<file path="config.mk">
export PLATFORM = sky130hd
export DESIGN_NAME = spi_ram_bus_bridge
export DESIGN_NICKNAME = d
export VERILOG_FILES = /design/src/rtl/spi_ram_bus_bridge.sv
export SDC_FILE = /design/constraint.sdc
export NUM_CORES = 1
export LEC_CHECK = 0
export CAP_MARGIN = 20
export CORE_ASPECT_RATIO = 0.5
export CORE_UTILIZATION = 30
export DETAILED_ROUTE_END_ITERATION = 6
export PLACE_DENSITY = 0.71
export SETUP_SLACK_MARGIN = 0.5
export SYNTH_ARGS = -nofsm -noshare
export SYNTH_HDL_FRONTEND = slang
export SYNTH_SLANG_ARGS = --single-unit
</file>
<file path="constraint.sdc">
create_clock -name clk -period 4.8 [get_ports clk]
set_input_delay 0.96 -clock clk [delete_from_list [all_inputs] [get_ports clk]]
set_output_delay 0.96 -clock clk [all_outputs]
set_load 0.01 [all_outputs]
</file>
<file path="src/rtl/spi_ram_bus_bridge.sv">
// spi_ram_bus_bridge: valid/ready request/response front end for spi_ram_controller, one transaction outstanding.
// Optional one-word read-ahead buffer enabled by defining SPI_RAM_PREFETCH_EN.
module spi_ram_bus_bridge #(
  parameter int DATA_WIDTH_BYTES = 4,
  parameter int ADDR_BITS = 16
) (
  input  logic                          clk,
  input  logic                          rst,
  input  logic                          req_valid,
  output logic                          req_ready,
  input  logic                          req_write,
  input  logic [ADDR_BITS-1:0]          req_addr,
  input  logic [DATA_WIDTH_BYTES*8-1:0] req_wdata,
  output logic                          rsp_valid,
  input  logic                          rsp_ready,
  output logic [DATA_WIDTH_BYTES*8-1:0] rsp_rdata,
  output logic [ADDR_BITS-1:0]          ctrl_addr,
  output logic [DATA_WIDTH_BYTES*8-1:0] ctrl_wdata,
  output logic                          ctrl_start_read,
  output logic                          ctrl_start_write,
  input  logic [DATA_WIDTH_BYTES*8-1:0] ctrl_rdata,
  input  logic                          ctrl_busy
);
  localparam int DW = DATA_WIDTH_BYTES * 8;
  localparam logic [2:0] IDLE = 3'd0, ISSUE = 3'd1, WAIT = 3'd2, RESP = 3'd3;
`ifdef SPI_RAM_PREFETCH_EN
  localparam logic [2:0] PF_ISSUE = 3'd4, PF_WAIT = 3'd5;
  localparam logic [ADDR_BITS-1:0] STEP = ADDR_BITS'(DATA_WIDTH_BYTES);
`endif
  logic [2:0] state_q, state_d;
  logic wr_q, wr_d;
  logic [ADDR_BITS-1:0] addr_q, addr_d;
  logic [DW-1:0] wdata_q, wdata_d, rdata_q, rdata_d;
`ifdef SPI_RAM_PREFETCH_EN
  logic pf_valid_q, pf_valid_d;
  logic [ADDR_BITS-1:0] pf_tag_q, pf_tag_d;
  logic [DW-1:0] pf_data_q, pf_data_d;
  logic [ADDR_BITS-1:0] diff_up, diff_dn;
  logic overlap, hit;
  // modular distance in both directions catches overlap across the address wrap
  assign diff_up = req_addr - pf_tag_q;
  assign diff_dn = pf_tag_q - req_addr;
  assign overlap = pf_valid_q && (diff_up < STEP || diff_dn < STEP);
  assign hit = pf_valid_q && !req_write && req_addr == pf_tag_q;
  assign ctrl_start_read = (state_q == ISSUE && !wr_q) || state_q == PF_ISSUE;
`else
  assign ctrl_start_read = state_q == ISSUE && !wr_q;
`endif
  assign ctrl_start_write = state_q == ISSUE && wr_q;
  assign req_ready = state_q == IDLE;
  assign rsp_valid = state_q == RESP;
  assign rsp_rdata = rdata_q;
  assign ctrl_addr = addr_q;
  assign ctrl_wdata = wdata_q;
  always_comb begin
    state_d = state_q;
    wr_d = wr_q;
    addr_d = addr_q;
    wdata_d = wdata_q;
    rdata_d = rdata_q;
`ifdef SPI_RAM_PREFETCH_EN
    pf_valid_d = pf_valid_q;
    pf_tag_d = pf_tag_q;
    pf_data_d = pf_data_q;
`endif
    case (state_q)
      IDLE: if (req_valid) begin
        wr_d = req_write;
        addr_d = req_addr;
        wdata_d = req_wdata;
        state_d = ISSUE;
`ifdef SPI_RAM_PREFETCH_EN
        if (req_write && overlap) pf_valid_d = 1'b0;
        if (hit) begin
          rdata_d = pf_data_q;
          state_d = RESP;
        end
`endif
      end
      ISSUE: state_d = WAIT;
      WAIT: if (!ctrl_busy) begin
        rdata_d = wr_q ? rdata_q : ctrl_rdata;
        state_d = RESP;
      end
      RESP: if (rsp_ready) begin
`ifdef SPI_RAM_PREFETCH_EN
        state_d = wr_q ? IDLE : PF_ISSUE;
        addr_d = wr_q ? addr_q : addr_q + STEP;
`else
        state_d = IDLE;
`endif
      end
`ifdef SPI_RAM_PREFETCH_EN
      PF_ISSUE: state_d = PF_WAIT;
      PF_WAIT: if (!ctrl_busy) begin
        pf_valid_d = 1'b1;
        pf_tag_d = addr_q;
        pf_data_d = ctrl_rdata;
        state_d = IDLE;
      end
`endif
      default: state_d = IDLE;
    endcase
  end
  always_ff @(posedge clk or posedge rst) begin
    if (rst) begin
      state_q <= IDLE;
      wr_q <= 1'b0;
      addr_q <= '0;
      wdata_q <= '0;
      rdata_q <= '0;
`ifdef SPI_RAM_PREFETCH_EN
      pf_valid_q <= 1'b0;
      pf_tag_q <= '0;
      pf_data_q <= '0;
`endif
    end else begin
      state_q <= state_d;
      wr_q <= wr_d;
      addr_q <= addr_d;
      wdata_q <= wdata_d;
      rdata_q <= rdata_d;
`ifdef SPI_RAM_PREFETCH_EN
      pf_valid_q <= pf_valid_d;
      pf_tag_q <= pf_tag_d;
      pf_data_q <= pf_data_d;
`endif
    end
  end
endmodule

</file>
* Word-level counts from Yosys, hierarchy flattened
Cells that the tools add are included.
Operators by class: reductions and logical operators 7, multiplexer cells 4, bitwise gates (word level) 2, equal/unequal tests 6
Operator list (count):
- one-hot mux 3 bit (4 select lines) | 1
- 2-to-1 mux 3 bit | 3
- equality test 3 x 2 -> 1 bit, second input constant | 2
- AND reduction 3 bit | 2
- != test 2 bit, second input constant | 2
- equality test 3 x 1 -> 1 bit, second input constant | 1
- logical NOT 3 bit | 1
- logical AND 1 bit | 2
- != test 2 x 1 -> 1 bit, second input constant | 1
- inverter 1 bit | 2
- AND reduction 2 bit | 1
- logical NOT 1 bit | 1
Storage, ports and cells: input bits 86, register bits after elaboration 84, logic and storage cells 24, output and inout bits 84

* Depth between registers and ports, before layout
Gate-level depths: netlist of run 1.
depth in word-level cells 3, depth in mapped cells 6, mapped depth without buffers 5

* Worst setup path after synthesis of run 1
No wires, ideal clock.
kind input to register, from input ctrl_busy, to register rdata_q[10], in the netlist rsp_rdata[10], setup time 0.125 ns, arrival time 1.759 ns, data required time 4.675 ns, stages on the path 3, path buffers 1, path slack 2.916 ns, path through nor3b_4 buf_6 mux2_2
On the way: word-level cells in the longest chain between the ends 2
Ends and longest elaborated chain:
- start: declaration | line 22 | input logic ctrl_busy
- inverter 1 bit (no source line)
- AND reduction 3 bit (no source line)
- end signal: assignment | line 122 | rdata_q <= rdata_d;
- end: declaration | line 33 | logic [DW-1:0] wdata_q, wdata_d, rdata_q, rdata_d;
No other way between the ends. A chain may end at the register's enable or synchronous reset.

* Worst setup path in the final report of run 1
from register state_q[0], to output req_ready
On the way: word-level cells in the longest chain between the ends 1
Ends and longest elaborated chain:
- start: declaration | line 30 | logic [2:0] state_q, state_d;
- start signal: assignment | line 118 | state_q <= state_d;
- logical NOT 3 bit | line 50 | assign req_ready = state_q == IDLE;
- end: declaration | line 10 | output logic req_ready,
No other way between the ends.

==> results of run 1 <==
per-layer routing:
metal	vias to the layer above	routed length [µm]
met5	-	0
met4	0	255
met3	18	261
met2	53	4537
met1	1115	2911
li1	1009	-
critical path, stage by stage (launching register included):
cell and delay [ps]:
dfrtp_1 420, inv_1 140, ha_1 250, clkdlybuf4s50_1 580
through the flow:
stage	worst slack, ps	cells	hold WS (ps)	total power (W)	cell area (µm²)
floorplan	1703	192	528.8	0.001970	3232
global placement	2073	495	471.5	0.002829	5046
detailed placement	1980	495	492.9	0.002896	5046
CTS	2095	507	505.3	0.003525	5303
global route	2039	508	515.1	0.003670	5323
finish	2118	508	501.3	0.003472	5323
power groups by stage:
stage          logic, W  registers [W]  clock network (W)
2_1_floorplan  0.000558        0.00141                  0
3_3_place_gp    0.00158        0.00125                  0
3_5_place_dp    0.00163        0.00127                  0
4_1_cts         0.00163        0.00126           0.000630
5_1_grt         0.00170        0.00131           0.000658
6_report        0.00161        0.00126           0.000604
sequential cells by signal, indices dropped and copies added (netlist names):
register    flops
ctrl_addr      16
ctrl_wdata     32
rsp_rdata      32
state_q         2
wr_q            1
kinds of logic (layout without fill, tap and decap cells):
group                    count (synthesis)  after routing
buffers and inverters                   13            189
multiplexers                            83             83
flip-flops                              83             83
AO/OA/AOI/OAI                            2              2
AND/OR/NAND/NOR                          5              5
adder cells (fa/ha/maj)                  6              6
area by class of cell:
cell class,count,area [µm²],area share [%]
multi-input cells,96,1067,20.05
repair buffers,172,1727,32.44
clock buffers,12,256.5,4.819
inverters,5,20.02,0.3761
flip-flops and latches,83,2077,39.02
well taps,140,175.2,3.291
final timing paths:
kind | from | to | slack (ps) | depth (start not counted)
worst max register to register | state_q[0]$_DFFE_PP0P_ | rsp_rdata[15]$_DFFE_PP0P_ | 2970 | 5
max in group asynchronous | rst | ctrl_wdata[7]$_DFFE_PP0P_ | 2750 | 3
worst min register to register | ctrl_wdata[3]$_DFFE_PP0P_ | ctrl_wdata[3]$_DFFE_PP0P_ | 500 | 1
worst min-delay path | ctrl_wdata[3]$_DFFE_PP0P_ | ctrl_wdata[3]$_DFFE_PP0P_ | 500 | 1
worst max-delay path | state_q[0]$_DFFE_PP0P_ | req_ready | 2120 | 3
min in group asynchronous | rst | ctrl_wdata[18]$_DFFE_PP0P_ | 1080 | 2
synthesized netlist by cell type:
cell	instances	area, µm²
and2_1	1	6.260
and2b_1	1	7.510
buf_2	3	15.01
buf_6	5	56.30
dfrtp_1	83	2077
ha_1	6	75.07
inv_1	5	18.77
mux2_1	1	11.26
mux2_2	81	912.1
mux2i_1	1	10.01
nand2_1	2	7.510
nor3b_4	1	18.77
o21bai_1	1	7.510
o221ai_1	1	8.760
==> flow_summary.json, run 1 <==
{
  "grt_max_degree": 50,
  "routed_wl_mm": 7.965,
  "root_buffer": "clkbuf_16",
  "comb_power_share_pct": 46.3,
  "p_clk_share_pct": 17.4,
  "fin_nets": 459,
  "wl_per_cell_um": 15.68,
  "yosysSeqAreaShare_pct": 64.27,
  "min_period_over_period_pct": 55.87,
  "insertion_delay_ps": 320,
  "leakagePower_nw": 2.213,
  "worst_pin_slew_ps": 779.8,
  "clockBufferDepth": 2,
  "grtUsageMet3_pct": 3.772,
  "core_um2": 10340,
  "die_h_um": 75.39,
  "most-common-layout-cells": "clkdlybuf4s50_1, dfrtp_1, mux2_2",
  "synth_compound_area_share_pct": 0.5033,
  "first_pass_iters": 3,
  "swShare_pct": 28.94,
  "viasPerCell": 4.321,
  "io_buffers": 169,
  "hold_viol": 0,
  "internal-power_w": 0.002467,
  "rsz0062_at_grt": "no",
  "start_util_pct": 31.24,
  "syn_to_final_growth_pct": 64.69,
  "fin_crit_ps": 2682,
  "synthCells": 192,
  "synth_top_family_by_area": "multiplexers",
  "via_count": 2195,
  "dp_hpwl_mm": 6.061,
  "synthAdderAreaFrac_pct": 2.323,
  "grt_pass1_vias": 2377,
  "antenna_found_initial": 0,
  "cts_hold_buffers": 0,
  "drc": 0,
  "yosysWarnings": 0,
  "cts_setup_buffers": 0,
  "crit_path_max_fanout": 4,
  "io_pins": 170,
  "syn-num-nets": 284,
  "setup_violations": 0,
  "status": "finished, final reports clean",
  "relSlewSlack_pct": 47.95,
  "synthMuxAreaShare_pct": 28.88,
  "met2_usage_pct": 26.22,
  "cap_violations": 0,
  "endpoint_kind": "output port",
  "synth-seq-cells": 83,
  "grt_usage_pct": 14.00,
  "drtIter0Drc": 70,
  "gp_congestion": 0.6946,
  "start_kind": "flop",
  "cts.sinks": 83,
  "grt_pass1_wl_mm": 11.81,
  "slew_violations": 0,
  "synth_xor_area_share_pct": 0,
  "fin_setup_tns_ps": 0,
  "peakVddDrop_mv": 0.2268,
  "fin_skew_ps": 3.132,
  "synth.avg_cell_area_um2": 16.83,
  "syn_area_um2": 3232,
  "diodes": 0,
  "cts_buffers": 9,
  "grt-busiest-layer": "met2",
  "rows": 26,
  "hold_class": "reg -> reg",
  "clkSlewWorstSetupHoldPaths_ps": 50,
  "htree_levels": 3,
  "synthSimpleGateAreaFrac_pct": 1.239,
  "critPathRequiredTime_ps": 3840,
  "fmax_ghz": 0.3729,
  "ys_types": 14,
  "antenna_left": 0,
  "pwr-share-seq_pct": 36.3,
  "final_core_util_pct": 51.45,
  "arrival_ps": 1720,
  "cts_resized": 0,
  "cts_tree": "yes",
  "layout-drive-gt1-share_pct": 26.63,
  "power.density_nw_per_um2": 652.2,
  "die_area_um2": 11220,
  "switchingPower_w": 0.001005,
  "final_common_cell": "clkdlybuf4s50_1",
  "die_w_um": 148.8,
  "overflow": 0,
  "grt_util_met1_pct": 14.59,
  "path_class": "reg -> out",
  "fill_cells": 859
}
Note: power is estimated with default switching activity, not from simulation.
==> run 2: changes to the inputs <==
Clock period 4.8 ns to 2.5 ns, I/O delays scaled along.
==> run 2 against run 1 <==
Net effect:
- clock-buffer cell count rose by 1
- combinational power up 94%
- power grew 98%
- sequential power grew 91%
- utilization up 0.69 points
- cell area rose by 1.3%
- hold slack worse by 17 ps
- non-clock buffer count is 1 higher
- critical path type unchanged
- largest cell class unchanged
==> flow_summary.json, run 2 (synthesized netlist as in run 1, its figures left out) <==
{
  "status": "finished, final reports clean",
  "io_buffers": 169,
  "cap_violations": 0,
  "fin_nets": 460,
  "hold_path_startpoint": "rsp_rdata[9]$_DFFE_PP0P_",
  "start_util_pct": 31.24,
  "cts.sinks": 83,
  "cts_tree": "yes",
  "antenna_left": 0,
  "viasPerCell": 4.402,
  "htree_levels": 3,
  "endpoint_kind": "output port",
  "die_area_um2": 11220,
  "fin_skew_ps": 6.782,
  "relSlewSlack_pct": 70.51,
  "crit_path_max_fanout": 4,
  "timing.rr.start": "state_q[0]$_DFFE_PP0P_",
  "r2r_slack_ps": 750,
  "hold_class": "reg -> reg",
  "cp_slowest_cell": "dfrtp_1",
  "cts_buffers": 9,
  "max_stage_delay_ps": 420,
  "layout-drive-gt1-share_pct": 27.42,
  "min_period_over_period_pct": 76.56,
  "most-common-layout-cells": "clkdlybuf4s50_1, dfrtp_1, mux2_2",
  "grt_usage_pct": 15.12,
  "clockBufferDepth": 2,
  "leakagePower_nw": 2.254,
  "fin_setup_tns_ps": 0,
  "routed_wl_mm": 8.426,
  "worst_pin_slew_ps": 442.4,
  "drtIter0Drc": 67,
  "grt_pass1_wl_mm": 12.78,
  "dp_hpwl_mm": 6.355,
  "die_h_um": 75.39,
  "io_pins": 170,
  "setup_violations": 0,
  "cts_hold_buffers": 0,
  "first_pass_iters": 3,
  "power.density_nw_per_um2": 1272,
  "whs_endpoint": "rsp_rdata[9]$_DFFE_PP0P_",
  "rsz0062_at_grt": "no",
  "crit_start": "state_q[0]$_DFFE_PP0P_",
  "path_class": "reg -> out",
  "gp_congestion": 0.7627,
  "insertion_delay_ps": 330,
  "final_common_cell": "clkdlybuf4s50_1",
  "peakVddDrop_mv": 0.5090,
  "min_path_cells": 1,
  "fmax_ghz": 0.5225,
  "via_count": 2254,
  "critPathRequiredTime_ps": 2000,
  "rr_endpoint": "ctrl_addr[7]$_DFFE_PP0P_",
  "hold_slack_ps": 484.0,
  "rr_worst_depth": 5,
  "arrival_ps": 1410,
  "diodes": 0,
  "wl_per_cell_um": 16.46,
  "rows": 26,
  "overflow": 0,
  "syn_to_final_growth_pct": 66.90,
  "die_w_um": 148.8,
  "drc": 0,
  "grt_pass1_vias": 2501,
  "core_um2": 10340,
  "root_buffer": "clkbuf_16",
  "antenna_found_initial": 0,
  "fin_crit_ps": 1914,
  "start_kind": "flop",
  "clkSlewWorstSetupHoldPaths_ps": 60,
  "grt_max_degree": 84,
  "hold_viol": 0,
  "slew_violations": 0,
  "worstPathCellList": "inv_1 > ha_2 > dlygate4sd2_1"
}
[run 2: changes by cell type in the layout (fill, tap and decap cells not counted)]
cell,previous run,this run
buf_4,2,1
clkdlybuf4s50_1,169,165
clkinvlp_4,0,1
bufinv_16,0,1
clkbuf_1,1,2
ha_1,6,5
dlygate4sd2_1,0,4
ha_2,0,1
buf_12,1,3
[run 2: layer usage]
layer,part of all wire (%),global-route usage (%)
met5,0,0
met3,2.8,3.473
met4,1.5,6.009
met2,61,30.43
met1,35,15.75
[run 2: worst max-delay path by stage]
stage | slack (ps) | endpoint
global route | 500 | req_ready
CTS | 540 | req_ready
finish | 590 | req_ready
global placement | 570 | rsp_rdata[7]$_DFFE_PP0P_
detailed placement | 500 | ctrl_wdata[30]$_DFFE_PP0P_
floorplan | 910 | rsp_rdata[10]$_DFFE_PP0P_
[run 2: area by class of cell]
class	instances	area [µm²]
clock buffers	13	260.3
clock inverters	2	35.03
fillers	855	4951
inverters	5	22.52
multi-input cells	96	1070
flip-flops and latches	83	2077
well taps	140	175.2
repair buffers	173	1754
[run 2: report_power, final]
| group | internal (W) | total (W) | leakage [nW] | switching [W] |
|---|---|---|---|---|
| Sequential | 0.00204 | 0.00241 | 0.982 | 0.000370 |
| Combinational | 0.00200 | 0.00313 | 1.13 | 0.00114 |
| Clock | 0.000822 | 0.00132 | 0.146 | 0.000494 |
| Total | 0.00486 | 0.00686 | 2.25 | 0.00200 |
[run 2: what timing repair did]
action | 4_1_cts | 5_1_grt
pin swaps | 0 | 0
buffers inserted | 1 | 0
resized for setup | 4 | 1
endpoints found under the setup margin | 4 | 1
[run 2: metrics by stage]
stage | cell area, µm² | worst slack [ps] | total power, W | std cells | utilization, %
2_1_floorplan | 3236 | 907.9 | 0.003784 | 192 | -
3_3_place_gp | 5094 | 571.6 | 0.005470 | 496 | 49.24
3_5_place_dp | 5094 | 497.9 | 0.005606 | 496 | 49.24
4_1_cts | 5391 | 543.2 | 0.006948 | 512 | 52.12
5_1_grt | 5394 | 500.4 | 0.007244 | 512 | 52.14
6_report | 5394 | 586.0 | 0.006859 | 512 | 52.14
[run 2: critical path, delay by kind of cell (launching register included)]
family                   cells  cell delay [ps]
flip-flops                   1              420
adder cells (fa/ha/maj)      1              230
buffers and inverters        2              430
